`src/rtl/div_seq.sv`:
```
// div_seq: multi-cycle radix-2 restoring divider for DIV/DIVU.
// Result is {remainder, quotient}; one quotient bit is produced per cycle.
module div_seq #(
    parameter int WIDTH = 32
) (
    input  logic               clk,
    input  logic               reset_n,
    input  logic               start_i,
    input  logic               annul_i,
    input  logic               signed_div_i,
    input  logic [WIDTH-1:0]   opdata1_i,
    input  logic [WIDTH-1:0]   opdata2_i,
    output logic [2*WIDTH-1:0] result_o,
    output logic               ready_o,
    output logic               busy_o
);
    localparam int CW = $clog2(WIDTH) + 1;

    typedef enum logic [1:0] {IDLE, BYZERO, ON, DONE} state_t;

    state_t             state_q, state_d;
    logic [CW-1:0]      cnt_q, cnt_d;
    logic [WIDTH-1:0]   dvd_q, dvd_d;   // dividend bits shift out, quotient bits shift in
    logic [WIDTH-1:0]   dvs_q, dvs_d;
    logic [WIDTH-1:0]   rem_q, rem_d;
    logic               qsign_q, qsign_d;
    logic               rsign_q, rsign_d;
    logic [2*WIDTH-1:0] result_q, result_d;
    logic               ready_q, ready_d;
    logic               busy_q, busy_d;

    // One restoring step: trial-subtract the divisor from the shifted remainder.
    logic [WIDTH+1:0]   diff;
    logic               borrow;
    logic [WIDTH-1:0]   rem_next, quo_next;
    logic               neg1, neg2;
    logic [WIDTH-1:0]   mag1, mag2;

    // Datapath for the current iteration and operand magnitudes at acceptance
    always_comb begin
        diff     = {1'b0, rem_q, dvd_q[WIDTH-1]} - {2'b00, dvs_q};
        borrow   = diff[WIDTH+1];
        rem_next = borrow ? {rem_q[WIDTH-2:0], dvd_q[WIDTH-1]} : diff[WIDTH-1:0];
        quo_next = {dvd_q[WIDTH-2:0], ~borrow};
        neg1     = signed_div_i & opdata1_i[WIDTH-1];
        neg2     = signed_div_i & opdata2_i[WIDTH-1];
        mag1     = neg1 ? -opdata1_i : opdata1_i;
        mag2     = neg2 ? -opdata2_i : opdata2_i;
    end

    // Next-state and registered-output logic
    always_comb begin
        state_d  = state_q;
        cnt_d    = cnt_q;
        dvd_d    = dvd_q;
        dvs_d    = dvs_q;
        rem_d    = rem_q;
        qsign_d  = qsign_q;
        rsign_d  = rsign_q;
        result_d = result_q;
        ready_d  = ready_q;
        case (state_q)
            IDLE: begin
                if (start_i && !annul_i) begin
                    if (opdata2_i == '0) begin
                        state_d = BYZERO;
                    end else begin
                        state_d = ON;
                        cnt_d   = '0;
                        dvd_d   = mag1;
                        dvs_d   = mag2;
                        rem_d   = '0;
                        qsign_d = neg1 ^ neg2;
                        rsign_d = neg1;
                    end
                end
            end
            BYZERO: begin
                if (annul_i) begin
                    state_d = IDLE;
                end else begin
                    state_d  = DONE;
                    result_d = '0;
                    ready_d  = 1'b1;
                end
            end
            ON: begin
                if (annul_i) begin
                    state_d  = IDLE;
                    result_d = '0;
                    ready_d  = 1'b0;
                end else begin
                    rem_d = rem_next;
                    dvd_d = quo_next;
                    cnt_d = cnt_q + CW'(1);
                    if (cnt_q == CW'(WIDTH - 1)) begin
                        state_d  = DONE;
                        result_d = {rsign_q ? -rem_next : rem_next,
                                    qsign_q ? -quo_next : quo_next};
                        ready_d  = 1'b1;
                    end
                end
            end
            DONE: begin
                // annul is ignored here; only dropping start releases the result
                if (!start_i) begin
                    state_d  = IDLE;
                    result_d = '0;
                    ready_d  = 1'b0;
                end
            end
            default: state_d = IDLE;
        endcase
        busy_d = (state_d == BYZERO) || (state_d == ON);
    end

    // State and output registers with synchronous active-high reset
    always_ff @(posedge clk) begin
        if (reset_n) begin
            state_q  <= IDLE;
            cnt_q    <= '0;
            dvd_q    <= '0;
            dvs_q    <= '0;
            rem_q    <= '0;
            qsign_q  <= 1'b0;
            rsign_q  <= 1'b0;
            result_q <= '0;
            ready_q  <= 1'b0;
            busy_q   <= 1'b0;
        end else begin
            state_q  <= state_d;
            cnt_q    <= cnt_d;
            dvd_q    <= dvd_d;
            dvs_q    <= dvs_d;
            rem_q    <= rem_d;
            qsign_q  <= qsign_d;
            rsign_q  <= rsign_d;
            result_q <= result_d;
            ready_q  <= ready_d;
            busy_q   <= busy_d;
        end
    end

    assign result_o = result_q;
    assign ready_o  = ready_q;
    assign busy_o   = busy_q;
endmodule

```
`config.mk`:
```
export PLATFORM = sky130hd
export DESIGN_NAME = div_seq
export DESIGN_NICKNAME = d
export VERILOG_FILES = /design/src/rtl/div_seq.sv
export SDC_FILE = /design/constraint.sdc
export NUM_CORES = 1
export LEC_CHECK = 0
export ABC_AREA = 1
export CAP_MARGIN = 20
export CORE_MARGIN = 2
export CORE_UTILIZATION = 58
export CTS_CLUSTER_SIZE = 12
export DETAILED_ROUTE_END_ITERATION = 8
export GPL_ROUTABILITY_DRIVEN = 1
export PLACE_DENSITY = 0.9
export SYNTH_ARGS = -nofsm -noshare
export SYNTH_HDL_FRONTEND = slang
export SYNTH_SLANG_ARGS = --single-unit
```
`constraint.sdc`:
```
create_clock -name clk -period 4.57 [get_ports clk]
set_input_delay 0.914 -clock clk [delete_from_list [all_inputs] [get_ports clk]]
set_output_delay 0.914 -clock clk [all_outputs]
set_load 0.005 [all_outputs]
```
# Yosys cells after proc, flatten, opt, wreduce, memory -nomap -nowiden
# Index checks and enable logic that the tools add are counted.
# totals
register_bits,172
latch_bits,0
ram_bits,0
rom_bits,0
in_bits,69
wordCells,77
mem_count,0
# op_classes
addsub,6
n_mul,0
n_div,0
order_cmp,0
n_eq_ne,12
shift,0
mux,34
n_bitwise,5
reduce_logical,10
# op_table
cell,n
two-way mux 32 bit,11
two-way mux 64 bit,4
one-hot mux 64 bit (3 select lines),1
negator 32 bit,4
one-hot mux 32 bit (2 select lines),2
subtractor 33 x 32 -> 34 bit,1
logical NOT 32 bit,1
two-way mux 6 bit,3
two-way mux 2 bit,6
one-hot mux 6 bit (2 select lines),1
!= test 2 bit (second input constant),5
one-hot mux 2 bit (4 select lines),1
AND reduction 4 bit,2
adder 6 x 1 -> 6 bit (second input constant),1
== test 2 bit (second input constant),3
== test 6 x 5 -> 1 bit (second input constant),1
== test 2 x 1 -> 1 bit (second input constant),2
two-way mux 1 bit,4
!= test 3 bit (second input constant),1
one-hot mux 1 bit (3 select lines),1
AND reduction 3 bit,1
nonzero test 3 bit,1
AND 1 bit,2
logical NOT 2 bit,1
other kinds (6),7

# Logic depth before layout (Yosys ltp)
# Gate-level depths: netlist of the first run.
# depth
ltp_word,7
ltp_mapped,29

# Least setup slack after synthesis of the first run
# Ideal clock, no wire load.
# synth_timing
path_kind,register to register
from,register dvs_q[20]
to,"register result_q[30], in the netlist result_o[30]"
setup_time_ns,0.132
t_arrival_ns,3.615
t_required_ns,4.438
path_slack_ns,0.823
path_stages_with_launch,26
n_path_buf,1
synth_period_minus_slack_ns,3.747
path_cell_list,dfxtp_1 > inv_1 > ha_1 > nand2_2 > inv_2 > a21oi_2 > o21ai_2 > a21oi_4 > nand2_8 > inv_2 > buf_2 > ha_1 > inv_1 > nor3_2 > nand3_1 > nor3_2 > nand3_1 > nor2_1 > inv_1 > o21ai_1 > o21ai_0 > a21oi_1 > o21a_1 > a21oi_1 > o21ai_0 > a21oi_1
# synth_between
elab_chain_len,7
# synth_rtl
item,line_no,text
from (decl),24,"logic [WIDTH-1:0] dvs_q, dvs_d;"
from (signal assigned),134,dvs_q <= dvs_d;
subtractor 33 x 32 -> 34 bit,41,"diff = {1'b0, rem_q, dvd_q[WIDTH-1]} - {2'b00, dvs_q};"
inverter 1 bit,44,"quo_next = {dvd_q[WIDTH-2:0], ~borrow};"
negator 32 bit,99,qsign_q ? -quo_next : quo_next};
two-way mux 32 bit,99,
two-way mux 64 bit,96,if (cnt_q == CW'(WIDTH - 1)) begin
two-way mux 64 bit,88,if (annul_i) begin
one-hot mux 64 bit (3 select lines),62,case (state_q)
to (signal assigned),138,result_q <= result_d;
to (decl),28,"logic [2*WIDTH-1:0] result_q, result_d;"
# Every way passes these cells. The select of a mux whose other input is x is not followed.
# A chain may end at the register's enable or synchronous reset.

# Worst setup path after layout of the first run
# layout_timing
from,register rem_q[3]
to,"register result_q[30], in the netlist result_o[30]"
# layout_between
elab_chain_len,7
# layout_rtl
item,line_no,text
from (decl),25,"logic [WIDTH-1:0] rem_q, rem_d;"
from (signal assigned),135,rem_q <= rem_d;
subtractor 33 x 32 -> 34 bit,41,
inverter 1 bit,44,
negator 32 bit,99,
two-way mux 32 bit,99,
two-way mux 64 bit,96,
two-way mux 64 bit,88,
one-hot mux 64 bit (3 select lines),62,
# Every way passes these cells. The select of a mux whose other input is x is not followed.

==> results of run 1 <==
==> Yosys cell counts, types with 23 or more instances <==
| master | n |
|---|---|
| a21oi_1 | 186 |
| clkbuf_1 | 52 |
| dfxtp_1 | 172 |
| ha_1 | 37 |
| inv_1 | 265 |
| nand2_1 | 645 |
| nand3_1 | 143 |
| nor2_1 | 184 |
| nor3_1 | 27 |
| o21ai_0 | 102 |
| xnor2_1 | 23 |
| xor2_1 | 48 |
==> where the power goes <==
| group | internal (uW) | switching (uW) |
|---|---|---|
| Sequential | 1540 | 39.7 |
| Combinational | 359 | 744 |
| Clock | 821 | 692 |
| Total | 2720 | 1480 |
==> tightest hold or removal path: stages, from the launching register on <==
cell     delay (ps)
dfxtp_1         310
nand2_1          60
a21oi_1          50
==> worst max path at each step <==
stage | start | endpoint | slack [ps] | depth (start not counted)
2_1_floorplan | dvs_q[20] | result_o[30] | 820 | 25
3_3_place_gp | dvs_q[3] | result_o[30] | 610 | 28
3_5_place_dp | rem_q[3] | result_o[30] | 440 | 27
4_1_cts | rem_q[3] | result_o[30] | 390 | 27
5_1_grt | rem_q[3] | result_o[30] | 30 | 27
6_report | rem_q[3] | result_o[30] | 340 | 27
==> registers in the layout, summed over array words and instances (netlist names), 2 cells and up <==
name and cells:
dvs_q 32, cnt_q 6, state_q 2, rem_q 32
dvd_q 32, result_o 64
==> stage by stage <==
| step | instance area [um^2] | util [%] | instances | hold slack (ps) |
|---|---|---|---|---|
| floorplan | 12600 | - | 2091 | 452 |
| global placement | 14200 | 67.0 | 2446 | 448 |
| detailed placement | 14200 | 67.0 | 2446 | 457 |
| CTS | 14800 | 69.8 | 2478 | 467 |
| global route | 14800 | 69.8 | 2478 | 483 |
| finish | 14800 | 69.8 | 2478 | 465 |
==> layout make-up <==
class	count	area (um^2)	share of cell area (%)
clock buffers	18	429	2.91
flip-flops and latches	172	3440	23.3
inverters	275	1030	6.99
multi-input cells	1572	7850	53.2
clock inverters	14	161	1.09
well taps	275	344	2.33
repair buffers	152	1500	10.2
==> logic make-up after synthesis <==
family	Yosys count
and+or+nand+nor	1098
adders and majority gates	38
xor gates and xnor gates	71
buffers and inverters	347
AOI/OAI and AO/OA	365
DFF	172
==> per-layer routing <==
metal  vias up  global-route usage (%)
li1       6916                       -
met1      6540                    45.2
met2       791                    61.2
met3       149                    6.75
met4         0                    19.1
met5         -                       0
==> what timing repair did <==
action,CTS,global route
endpoints found under the hold margin,0,0
setup endpoints to repair,0,1
resized for setup,0,1
hold buffers,0,0
==> results_dict.tcl, run 1 <==
set metrics [dict create \
    grt_max_degree 67 \
    die_y_um 151 \
    worst_slack_ps 342 \
    cp-start-kind "register" \
    slew_headroom_pct 38.8 \
    muxShareOfSynthArea_pct 0 \
    fin_crit_sh_pct 92.5 \
    wl_per_cell_um 17.0 \
    dieWidth_um 151 \
    overflow 0 \
    fin_crit_ps 4230 \
    boundaryPins 135 \
    holdCritStartpoint "result_o[44]" \
    rsz0062_at_grt "no" \
    dr_total_vias 14400 \
    hold_depth 2 \
    die_area_mm2 0.0229 \
    grt_pass1_wl_mm 66.0 \
    cp_top_family "simple AND/OR/NAND/NOR gates" \
    drtIter0Drc 1330 \
    hpwl_mm 32.1 \
    critPathBufInv 4 \
    min_to "result_o[44]" \
    drive_above_1_share_pct 5.58 \
    yosysUniqueCellTypes 55 \
    synth_xor_area_share_pct 4.93 \
    ir_worst_vdd_v 0.000232 \
    groute.usage.overall_pct 36.8 \
    synth_cells 2091 \
    synth_largest_area_cell "dfxtp_1" \
    first_global_vias 13300 \
    synthArstFlopShare_pct 0 \
    cts_tree "yes" \
    max_freq_ghz 0.237 \
    yosys.area.top_type_share_pct 27.3 \
    clk_pin_slew_ps 70 \
    core_mm2 0.0212 \
    p_leak_uw 0.00685 \
    synth_top_family_by_area "simple AND/OR/NAND/NOR gates" \
    nNetsFinal 2297 \
    routed_via_density 5.81 \
    firstDrtPassIters 9 \
    start_util_pct 59.6 \
    regToRegSetupSlack_ps 340 \
    r2r-start "rem_q[3]" \
    clock_latency_ps 440 \
    synth_fa_ha_area_share_pct 3.83 \
    crit_path_frequent_cell "nand2_1" \
    r2r-end "result_o[30]" \
    rows 53 \
    power.density_mw_per_mm2 284 \
    clock_sinks 172 \
    synth-seq-area-share_pct 27.3 \
    max_cap_violations 0 \
    root_buffer "clkbuf_16" \
    port_buffers 134 \
    antenna_found_initial 0 \
    htree_levels 4 \
    m1WireLength_mm 16.6 \
    syn2layout_area_growth_pct 17.1 \
    final_common_cell "nand2_1" \
    worst-setup-path-type "register to register" \
    cts_buffers 17 \
    cp.required_ps 4860 \
    final_max_slew_viol_count 0 \
    critPathSlowestCell "dfxtp_1" \
    cp-end-kind "register" \
    cts_max_path_buffers 2 \
    synth_edf_count 0 \
    yosysWarnings 0 \
    synth_simple_gate_area_share_pct 37.0 \
    nFillCells 1931 \
    synth_area_mm2 0.0126 \
    cts_setup_buffers 0 \
    r2r_cells 27 \
    drc_errors 0 \
    slowest_delay_ps 430 \
    synth_compound_area_share_pct 16.3 \
    ys.flop_type "dfxtp_1" \
    worst_pin_slew_ps 913 \
    synthTopCellsByArea "dfxtp_1, nand2_1, inv_1" \
    drt-total-wl_mm 42.2 \
    final_antenna_net_count 0 \
    synth_fp_nets 2198 \
    most-common-layout-cells "nand2_1, inv_1, a21oi_1" \
    outcome "complete, no violations" \
    synth-seq-cells 172 \
    hold_viol 0 \
    highest_layer "met4" \
    wl_met3_mm 3.77 \
    skew_ps 12.9 \
    setup_tns_ps 0 \
    fin_total_pwr_uw 4200 \
    setup_viol 0 \
    diodes 0 \
    gp_congestion 1.04 \
    path_max_fanout 18 \
    avgSynthCellArea_um2 6.03 \
    crit_arrival_ps 4520 \
    hold_class "register to register" \
    place_ws_ps 441 \
    routed-wl-met2_mm 19.6 \
]
Power figures use the tool's default switching activity.
==> run 2, diff against run 1 <==
--- a/config.mk
+++ b/config.mk
@@ -12,7 +12,9 @@
 export CTS_CLUSTER_SIZE = 12
 export DETAILED_ROUTE_END_ITERATION = 8
 export GPL_ROUTABILITY_DRIVEN = 1
+export GPL_TIMING_DRIVEN = 0
 export PLACE_DENSITY = 0.9
+export REMOVE_ABC_BUFFERS = 1
 export SYNTH_ARGS = -nofsm -noshare
 export SYNTH_HDL_FRONTEND = slang
 export SYNTH_SLANG_ARGS = --single-unit
==> results_dict.tcl, run 2 (synthesis gave the netlist of run 1 again) <==
set metrics [dict create \
    wl_per_cell_um 16.5 \
    rows 53 \
    regToRegSetupSlack_ps 210 \
    slowest_delay_ps 420 \
    final_area_mm2 0.0149 \
    slew_headroom_pct 28.1 \
    r2r-start "rem_q[2]" \
    port_buffers 134 \
    hold_depth 2 \
    htree_levels 4 \
    dp.cells 2435 \
    clock_latency_ps 450 \
    max_freq_ghz 0.229 \
    drtIter0Drc 1319 \
    clk_pin_slew_ps 80 \
    drc_errors 0 \
    r2r_cells 27 \
    die_area_mm2 0.0229 \
    cp-end-kind "register" \
    grt_max_degree 67 \
    placed_area_mm2 0.0142 \
    final_max_slew_viol_count 0 \
    boundaryPins 135 \
    grt_use_met1_pct 43.3 \
    antenna_found_initial 0 \
    groute.usage.overall_pct 35.5 \
    worst-path-stages 27 \
    diodes 0 \
    dieWidth_um 151 \
    rsz0062_at_grt "yes" \
    first_global_vias 13300 \
    fin_total_pwr_uw 4230 \
    grt_pass1_wl_mm 64.6 \
    crit_arrival_ps 4670 \
    overflow 0 \
    cp_top_family "simple AND/OR/NAND/NOR gates" \
    start_util_pct 59.6 \
    hold_viol 0 \
    ctsHoldBuffers 0 \
    die_y_um 151 \
    nNetsFinal 2291 \
    cts_max_path_buffers 2 \
    final_common_cell "nand2_1" \
    grt_use_met3_pct 5.69 \
    path_max_fanout 16 \
    gp_congestion 0.926 \
    worst-setup-path-type "register to register" \
    setup_viol 0 \
    cts_tree "yes" \
    max_cap_violations 0 \
    final_antenna_net_count 0 \
    syn2layout_area_growth_pct 18.1 \
    fin_crit_sh_pct 95.4 \
    largest_reg_flops 64 \
    dr_total_vias 14200 \
    cts_buffers 17 \
    ir_worst_vdd_v 0.000253 \
    cp.required_ps 4880 \
    worst_pin_slew_ps 1080 \
    drive_above_1_share_pct 5.69 \
    drt-total-wl_mm 40.8 \
    holdCritStartpoint "result_o[25]" \
    routed_via_density 5.76 \
    hold_class "register to register" \
    core_mm2 0.0212 \
    cp-start-kind "register" \
    most-common-layout-cells "nand2_1, inv_1, a21oi_1" \
    skew_ps 11.8 \
    r2r-end "result_o[30]" \
    firstDrtPassIters 6 \
    setup_tns_ps 0 \
    fin_crit_ps 4360 \
    hpwl_mm 30.0 \
    fin_cells 2472 \
    critPathBufInv 4 \
    p_leak_uw 0.00687 \
    power.density_mw_per_mm2 284 \
    critPathSlowestCell "dfxtp_1" \
    outcome "complete, no violations" \
    grt.busiest_layer "met2" \
    gr-usage-met2_pct 60.9 \
    clock_sinks 172 \
    root_buffer "clkbuf_16" \
    crit_path_frequent_cell "nand2_1" \
    min_to "result_o[25]" \
]
==> run 2: per-stage QoR <==
| stage | setup slack, ps | utilization (%) | hold WS [ps] |
|---|---|---|---|
| 2_1_floorplan | -1200 | - | 446 |
| 6_report | 210 | 70.4 | 466 |
| 4_1_cts | 41.1 | 70.1 | 466 |
| 5_1_grt | -76.1 | 70.4 | 482 |
| 3_5_place_dp | -761 | 67.0 | 454 |
| 3_3_place_gp | -5680 | 66.1 | 449 |
==> run 2: worst max-delay path by stage <==
stage,from,to,slack [ps]
2_1_floorplan,annul_i,result_o[22],-1200
3_3_place_gp,annul_i,result_o[9],-5680
3_5_place_dp,dvs_q[28],result_o[30],-760
4_1_cts,opdata2_i[0],cnt_q[4],40
5_1_grt,dvs_q[4],result_o[30],-80
6_report,rem_q[2],result_o[30],210
==> run 2: layout make-up <==
cell class                      instances  area (um^2)
Multi-Input combinational cell       1576         7950
Tap cell                              275          344
Timing Repair Buffer                  142         1510
Clock buffer                           17          425
Inverter                              275         1050
Fill cell                            1837         6270
Sequential cell                       172         3440
Clock inverter                         15          165
==> run 2: routing by layer <==
| metal | vias to the layer above | wire length (um) |
|---|---|---|
| met5 | - | 0 |
| met4 | 0 | 1940 |
| met3 | 171 | 3220 |
| met2 | 736 | 19100 |
| met1 | 6410 | 16500 |
| li1 | 6930 | - |
==> run 2: where the power goes <==
part           total (uW)  leakage (uW)  switching, uW  internal (uW)
combinational        1110       0.00519            750            365
clock                1530      0.000290            749            782
sequential           1580       0.00139           40.6           1540
==> run 2: tightest hold or removal path, delay by kind of cell, from the launching register on <==
family | cells | cell delay, ps
compound gates | 1 | 50
flops | 1 | 310
simple gates | 1 | 60
==> run 2: repair_timing <==
item / 4_1_cts / 5_1_grt
setup endpoints to repair: 8 / 14
setup buffers: 1 / 0
gates resized for setup: 11 / 5
pin swaps: 1 / 2
cloned: 1 / 3
==> run 3, diff against run 2 <==
--- a/config.mk
+++ b/config.mk
@@ -12,7 +12,6 @@
 export CTS_CLUSTER_SIZE = 12
 export DETAILED_ROUTE_END_ITERATION = 8
 export GPL_ROUTABILITY_DRIVEN = 1
-export GPL_TIMING_DRIVEN = 0
 export PLACE_DENSITY = 0.9
 export REMOVE_ABC_BUFFERS = 1
 export SYNTH_ARGS = -nofsm -noshare
==> results_dict.tcl, run 3 (synthesis gave the netlist of run 1 again) <==
set metrics [dict create \
    max_cap_violations 0 \
    regToRegSetupSlack_ps 570 \
    grt_max_degree 65 \
    ctsHoldBuffers 0 \
    crit_arrival_ps 4300 \
    r2r-start "dvs_q[3]" \
    slew_headroom_pct 43.2 \
    routed_via_density 5.73 \
    core_mm2 0.0212 \
    critPathSlowestCell "ha_1" \
    gr-usage-met2_pct 58.6 \
    groute.usage.overall_pct 35.7 \
    final_antenna_net_count 0 \
    cts_resized 0 \
    grt.busiest_layer "met2" \
    skew_ps 11.2 \
    diodes 0 \
    cts_buffers 17 \
    multiInputGateArea_mm2 0.00785 \
    antenna_found_initial 0 \
    drive_above_1_share_pct 5.71 \
    boundaryPins 135 \
    grt_use_met3_pct 6.72 \
    rows 53 \
    drtIter0Drc 1255 \
    p_leak_uw 0.00685 \
    setup_viol 0 \
    power.density_mw_per_mm2 283 \
    outcome "complete, no violations" \
    die_y_um 151 \
    holdCritStartpoint "result_o[13]" \
    cp.required_ps 4870 \
    path_max_fanout 5 \
    nFillCells 1881 \
    clock_sinks 172 \
    nNetsFinal 2301 \
    gp_congestion 0.989 \
    r2r_cells 28 \
    final_common_cell "nand2_1" \
    overflow 0 \
    hold_depth 2 \
    port_buffers 134 \
    largest_reg_flops 64 \
    min_to "result_o[13]" \
    clock_latency_ps 440 \
    setup_tns_ps 0 \
    fin_crit_ps 4000 \
    cts_max_path_buffers 2 \
    firstDrtPassIters 8 \
    cp-start-kind "register" \
    dr_total_vias 14200 \
    ir_worst_vdd_v 0.000286 \
    wl_per_cell_um 16.3 \
    grt_pass1_wl_mm 64.9 \
    start_util_pct 59.6 \
    slowest_delay_ps 360 \
    rsz0062_at_grt "no" \
    regArea_mm2 0.00344 \
    drt-total-wl_mm 40.4 \
    final_max_slew_viol_count 0 \
    root_buffer "clkbuf_16" \
    hold_viol 0 \
    drc_errors 0 \
    cts_tree "yes" \
    most-common-layout-cells "nand2_1, inv_1, a21oi_1" \
    die_area_mm2 0.0229 \
    worst-setup-path-type "register to register" \
    first_global_vias 13300 \
    fin_total_pwr_uw 4170 \
    htree_levels 4 \
    cts_setup_buffers 0 \
    clk_pin_slew_ps 70 \
    r2r-end "result_o[30]" \
    final_util_pct 69.8 \
    max_freq_ghz 0.250 \
    grt_use_met1_pct 45.8 \
    worst_pin_slew_ps 851 \
    fin_crit_sh_pct 87.6 \
    cp-end-kind "register" \
    dieWidth_um 151 \
    hold_class "register to register" \
    hpwl_mm 30.7 \
    syn2layout_area_growth_pct 17.1 \
]
==> run 3: report_power, final <==
part | switching, uW | internal (uW)
Sequential | 36.5 | 1540
Clock | 686 | 816
Combinational | 733 | 358
==> run 3: how the worst max path moves through the flow <==
stage                       from      endpoint  depth (start not counted)
CTS                     dvs_q[2]  result_o[30]                         28
detailed placement  opdata2_i[0]     dvd_q[14]                         17
global route            dvs_q[2]  result_o[30]                         28
finish                  dvs_q[3]  result_o[30]                         28
global placement    opdata2_i[0]     dvd_q[14]                         17
floorplan                annul_i  result_o[22]                          7
==> run 3: layer usage <==
| metal | vias up | routed length, um |
|---|---|---|
| met2 | 776 | 18600 |
| met3 | 129 | 3650 |
| li1 | 6915 | - |
| met1 | 6389 | 16400 |
| met4 | 0 | 1780 |
| met5 | - | 0 |
==> run 3: stage by stage <==
step | setup WS (ps) | instance area [um^2] | hold slack, ps | cells
global placement | 370 | 14200 | 453 | 2450
global route | 54.4 | 14800 | 484 | 2481
detailed placement | 365 | 14200 | 457 | 2450
CTS | 645 | 14800 | 466 | 2481
floorplan | -1200 | 12300 | 446 | 2019
finish | 567 | 14800 | 467 | 2481
==> run 3: layout make-up <==
class                           instances  share of cell area (%)
Clock buffer                           17                    2.88
Clock inverter                         14                    1.07
Inverter                              275                    6.99
Multi-Input combinational cell       1572                    53.2
Sequential cell                       172                    23.3
Tap cell                              275                    2.33
Timing Repair Buffer                  156                    10.2
==> run 3: worst max-delay path, delay by kind of cell, from the launching register on <==
kind | cells | cell delay [ps]
and+or+nand+nor | 14 | 1590
buffers and inverters | 5 | 320
adders and majority gates | 2 | 520
AOI/OAI and AO/OA | 7 | 1130
DFF | 1 | 330
